File: config.mk
export PLATFORM = sky130hd
export DESIGN_NAME = mem_port_arbiter
export DESIGN_NICKNAME = d
export VERILOG_FILES = /design/src/rtl/mem_port_arbiter.sv
export SDC_FILE = /design/constraint.sdc
export NUM_CORES = 1
export LEC_CHECK = 0
export CAP_MARGIN = 20
export CORE_AREA = 2 2 87 89
export CTS_CLUSTER_DIAMETER = 60
export DETAILED_ROUTE_END_ITERATION = 10
export DIE_AREA = 0 0 89 91
export PLACE_DENSITY = 0.93
export SYNTH_ARGS = -nofsm -noshare
export SYNTH_HDL_FRONTEND = slang
export SYNTH_SLANG_ARGS = --single-unit
export TNS_END_PERCENT = 50
File: constraint.sdc
create_clock -name clk -period 4.9 [get_ports clk]
set_clock_uncertainty 0.1 [all_clocks]
set_input_delay 0.735 -clock clk [delete_from_list [all_inputs] [get_ports clk]]
set_output_delay 0.735 -clock clk [all_outputs]
set_load 0.005 [all_outputs]
File: src/rtl/mem_port_arbiter.sv
// Two-requester (CPU / loader) arbiter for the single-port program/data RAM.
// Sequences one RAM access per IDLE -> ACCESS -> RESP pass and answers out-of-range addresses locally.
`timescale 1ns/1ps
module mem_port_arbiter #(
    parameter int DATA_W    = 16,
    parameter int ADDR_W    = 12,
    parameter int MEM_DEPTH = 3072,
    parameter int LD_PRIO   = 0
) (
    input  logic              clk,
    input  logic              rst_n,
    input  logic              cpu_req,
    input  logic              cpu_we,
    input  logic [ADDR_W-1:0] cpu_addr,
    input  logic [DATA_W-1:0] cpu_wdata,
    output logic [DATA_W-1:0] cpu_rdata,
    output logic              cpu_ack,
    output logic              cpu_stall,
    input  logic              ld_req,
    input  logic              ld_we,
    input  logic [ADDR_W-1:0] ld_addr,
    input  logic [DATA_W-1:0] ld_wdata,
    output logic [DATA_W-1:0] ld_rdata,
    output logic              ld_ack,
    input  logic              ld_lock,
    output logic              ram_en,
    output logic              ram_we,
    output logic [ADDR_W-1:0] ram_addr,
    output logic [DATA_W-1:0] ram_wdata,
    input  logic [DATA_W-1:0] ram_rdata,
    output logic              addr_err
);

    typedef enum logic [1:0] {
        S_IDLE   = 2'd0,
        S_ACCESS = 2'd1,
        S_RESP   = 2'd2
    } state_t;

    state_t             r_state;
    state_t             w_state_nxt;
    logic               r_last_ld;
    logic               r_gnt_ld;
    logic               r_in_range;
    logic               r_we;
    logic [ADDR_W-1:0]  r_addr;
    logic [DATA_W-1:0]  r_wdata;
    logic [DATA_W-1:0]  r_cpu_rdata;
    logic [DATA_W-1:0]  r_ld_rdata;

    logic               w_gnt_cpu;
    logic               w_gnt_ld;
    logic               w_grant;
    logic               w_sel_we;
    logic [ADDR_W-1:0]  w_sel_addr;
    logic [DATA_W-1:0]  w_sel_wdata;
    logic               w_sel_in_range;
    logic [DATA_W-1:0]  w_resp_data;

    function automatic logic addr_in_range(input logic [ADDR_W-1:0] addr);
        return (32'(addr) < 32'(MEM_DEPTH));
    endfunction

    // Grant decision, only evaluated in IDLE so a req still high during RESP is ignored
    always_comb begin
        w_gnt_cpu = 1'b0;
        w_gnt_ld  = 1'b0;
        if (r_state == S_IDLE) begin
            if (LD_PRIO != 0) begin
                if (ld_req)
                    w_gnt_ld = 1'b1;
                else if (cpu_req && !ld_lock)
                    w_gnt_cpu = 1'b1;
            end else if (cpu_req && ld_req) begin
                w_gnt_cpu = r_last_ld;
                w_gnt_ld  = ~r_last_ld;
            end else begin
                w_gnt_cpu = cpu_req;
                w_gnt_ld  = ld_req;
            end
        end
    end

    assign w_grant        = w_gnt_cpu | w_gnt_ld;
    assign w_sel_we       = w_gnt_ld ? ld_we    : cpu_we;
    assign w_sel_addr     = w_gnt_ld ? ld_addr  : cpu_addr;
    assign w_sel_wdata    = w_gnt_ld ? ld_wdata : cpu_wdata;
    assign w_sel_in_range = addr_in_range(w_sel_addr);

    // Control state: FSM, round-robin pointer, grant owner, range flag, held read data
    always_ff @(posedge clk or negedge rst_n) begin
        if (!rst_n) begin
            r_state     <= S_IDLE;
            r_last_ld   <= 1'b1;
            r_gnt_ld    <= 1'b0;
            r_in_range  <= 1'b0;
            r_cpu_rdata <= '0;
            r_ld_rdata  <= '0;
        end else begin
            r_state <= w_state_nxt;
            if (w_grant) begin
                r_gnt_ld   <= w_gnt_ld;
                r_last_ld  <= w_gnt_ld;
                r_in_range <= w_sel_in_range;
            end
            if (r_state == S_RESP) begin
                if (r_gnt_ld)
                    r_ld_rdata  <= w_resp_data;
                else
                    r_cpu_rdata <= w_resp_data;
            end
        end
    end

    // Captured request payload; only observed through outputs gated by state
    always_ff @(posedge clk) begin
        if (w_grant) begin
            r_we    <= w_sel_we;
            r_addr  <= w_sel_addr;
            r_wdata <= w_sel_wdata;
        end
    end

    always_comb begin
        if (r_we)
            w_resp_data = '0;
        else if (!r_in_range)
            w_resp_data = {DATA_W{1'b1}};
        else
            w_resp_data = ram_rdata;
    end

    always_comb begin
        w_state_nxt = r_state;
        ram_en      = 1'b0;
        ram_we      = 1'b0;
        ram_addr    = '0;
        ram_wdata   = '0;
        cpu_ack     = 1'b0;
        ld_ack      = 1'b0;
        addr_err    = 1'b0;
        case (r_state)
            S_IDLE: begin
                if (w_grant)
                    w_state_nxt = S_ACCESS;
            end
            S_ACCESS: begin
                ram_en      = r_in_range;
                ram_we      = r_in_range & r_we;
                ram_addr    = r_in_range ? r_addr  : '0;
                ram_wdata   = r_in_range ? r_wdata : '0;
                w_state_nxt = S_RESP;
            end
            S_RESP: begin
                cpu_ack     = ~r_gnt_ld;
                ld_ack      = r_gnt_ld;
                addr_err    = ~r_in_range;
                w_state_nxt = S_IDLE;
            end
            default: begin
                w_state_nxt = S_IDLE;
            end
        endcase
    end

    assign cpu_rdata = cpu_ack ? w_resp_data : r_cpu_rdata;
    assign ld_rdata  = ld_ack  ? w_resp_data : r_ld_rdata;
    assign cpu_stall = cpu_req & ~cpu_ack;

endmodule
==> impl_metrics.ini <==
[outcome]
status = completed

[worst_setup_path]
critPathLaunchType = flip-flop
startpoint = r_state[1]$_DFFE_PN0P_
cp-end-kind = output pin
cp_max_fo = 31
crit_chain = and2b_1 > and3_1 > clkdlybuf4s50_1
rr_startpoint = r_state[0]$_DFFE_PN0P_
worst_ep_required_time_ns = 4.07
slowest_stage = and2b_1
path_class = flip-flop to output pin
worstPathArrival_ns = 2.34
critical-path-max-stage-delay_ns = 0.78

[clocking]
clockBufferDepth = 2
cts_tree = built
root_buffer = clkbuf_8
cts-buffers-inserted = 9
cts_resized = 0
post_cts.repair.setup_buffers = 0
insertion_delay_ns = 0.32
hold_buffers = 0
cts_max_level = 3
cts.sinks = 66
clk_pin_slew_worst_paths_ns = 0.07

[logic_synthesis]
syn_inst = 262
ys_top_cells_by_area = dfrtp_1, edfxtp_1, mux2_2
ys_ff_latch = 66
synth.most_common_cell = dfrtp_1
synth_top_area_cell = dfrtp_1
synth-edff-count = 29
postSynth.asyncResetShare_pct = 56.1
yosys_warnings = 0
yosysSeqAreaShare_pct = 58.0
synth.avg_cell_area_sq_um = 11.8
synthFlopType = dfrtp_1
ys_types = 24
synth_area_sq_um = 3100
synth_top_area_share_pct = 29.0
synth_nets = 341
synth_common_cells = dfrtp_1, nand2_1, and3_1

[die]
floorplan.initialDensity_pct = 43.5
rows = 31
die_w_um = 89
coreArea_sq_um = 7140
io_pins = 145
die-area_sq_um = 8100
fp.dieH_um = 91

[routing]
first_pass_iters = 5
wl_mm = 7.96
wl_per_cell_um = 15.8
route.antenna.remaining_nets = 0
drcViolationCount = 0
drt_iter0_drc = 47
vias = 2502
viasPerCell = 4.96

[final_layout]
stdcell_count = 504
diodes = 0
fillers = 534
nNetsFinal = 479
layout-drive-gt1-share_pct = 16.5
areaGrowthSynthToFinish_pct = 52.6

[global_route]
busiest_layer = met2
grt_use_met3_pct = 9.36
grt_max_degree = 49
grt_pass1_vias = 2722
grt_pass1_wl_mm = 12.9
antenna_found_initial = 0
grt_use_total_pct = 20.7
grtUsageMet2_pct = 35.8
grt.met1_usage_pct = 22.4
grt_overflow = 0

[timing]
slew_violations = 0
whs_ns = 0.367
fmax_mhz = 315
fin_ws_ns = 1.72
relSlewSlack_pct = 42.8
timing.final.crit_share_pct = 64.8
final-hold-violation-count = 0
timing.final.crit_period_ns = 3.18
tns_ns = 0
setup_viol = 0
tightest_slew_ns = 0.858
rsz0062_at_grt = false

[placement]
portBuffers = 143
gp_congestion = 0.695
placedCellCount = 488
hpwl_mm = 5.68
pre_cts_slack_ns = 1.82

[pwr]
cellPowerDensity_nw_per_um2 = 547
vdd_ir_drop_max_uv = 262
cellLeakagePower_nw = 2.06

[min_path]
hp-start = r_cpu_rdata[5]$_DFFE_PN0P_
hold_class = flip-flop to flip-flop

[run]
drv_cap = 0
path summary, 6_finish.rpt:
path | to | slack (ns) | depth (start not counted)
worst max-delay path | ram_wdata[2] | 1.72 | 3
worst min-delay path | r_cpu_rdata[5]$_DFFE_PN0P_ | 0.37 | 2
worst max register to register | r_addr[5]$_DFFE_PP_ | 2.74 | 3
worst min register to register | r_cpu_rdata[5]$_DFFE_PN0P_ | 0.37 | 2
max in group asynchronous | r_cpu_rdata[13]$_DFFE_PN0P_ | 3.79 | 1
min in group asynchronous | r_ld_rdata[11]$_DFFE_PN0P_ | 0.40 | 1
stage by stage:
stage / total power, mW / util, % / instance area (sq um)
6_report: 2.59 / 66.3 / 4730
5_1_grt: 2.76 / 66.3 / 4730
4_1_cts: 2.62 / 66.3 / 4730
3_5_place_dp: 2.20 / 63.8 / 4550
3_3_place_gp: 2.14 / 63.8 / 4550
2_1_floorplan: 1.54 / - / 3100
area by class of cell:
type / count / area, sq um / area share, %
flip-flops and latches: 66 / 1800 / 38.0
inverters: 20 / 75.1 / 1.59
clock buffers: 14 / 173 / 3.65
multi-input cells: 156 / 1100 / 23.2
repair buffers: 147 / 1460 / 30.8
clock inverters: 2 / 10.0 / 0.211
well taps: 99 / 124 / 2.62
sequential cells by signal (all words and copies together) (netlist names):
register,cells
r_last_ld,1
r_ld_rdata,16
r_cpu_rdata,16
r_wdata,16
r_we,1
r_in_range,1
r_gnt_ld,1
r_state,2
r_addr,12
cells in the final DEF (no fill, tap or decap), types with 2 or more instances in the layout:
master / n
dfrtp_1: 36
buf_4: 4
o21a_1: 2
nand2_1: 33
mux2_2: 29
o21ai_2: 15
clkbuf_8: 12
and2_1: 3
inv_1: 20
clkbuf_1: 2
o21ai_0: 19
clkinv_2: 2
and3_1: 30
clkdlybuf4s50_1: 142
edfxtp_1: 29
a21o_1: 16
logic make-up (layout without fill, tap and decap cells):
kind of cell	after synthesis	in the layout	share of synthesized area (%)
buffers and inverters	40	183	6.66
AND/OR/NAND/NOR	73	73	12.5
flip-flops	66	66	58.0
AO/OA/AOI/OAI	54	54	12.3
multiplexers	29	29	10.5
where the power goes:
| part | switching [mW] | internal (mW) |
|---|---|---|
| Clock | 0.189 | 0.224 |
| Combinational | 0.563 | 0.686 |
| Sequential | 0.0801 | 0.845 |
| Total | 0.833 | 1.76 |
worst max-delay path, delay by kind of cell, from the launching register on:
kind	cells	cell delay, ns
and+or+nand+nor	2	1.04
DFF	1	0.43
buffers and inverters	1	0.54
metal layers:
metal	up-vias	routed length, um	share of wire (%)
met3	10	812	10
li1	1193	-	-
met5	-	0	0
met1	1189	2920	37
met2	110	4100	52
met4	0	125	1.6
(Power assumes the default switching activity.)
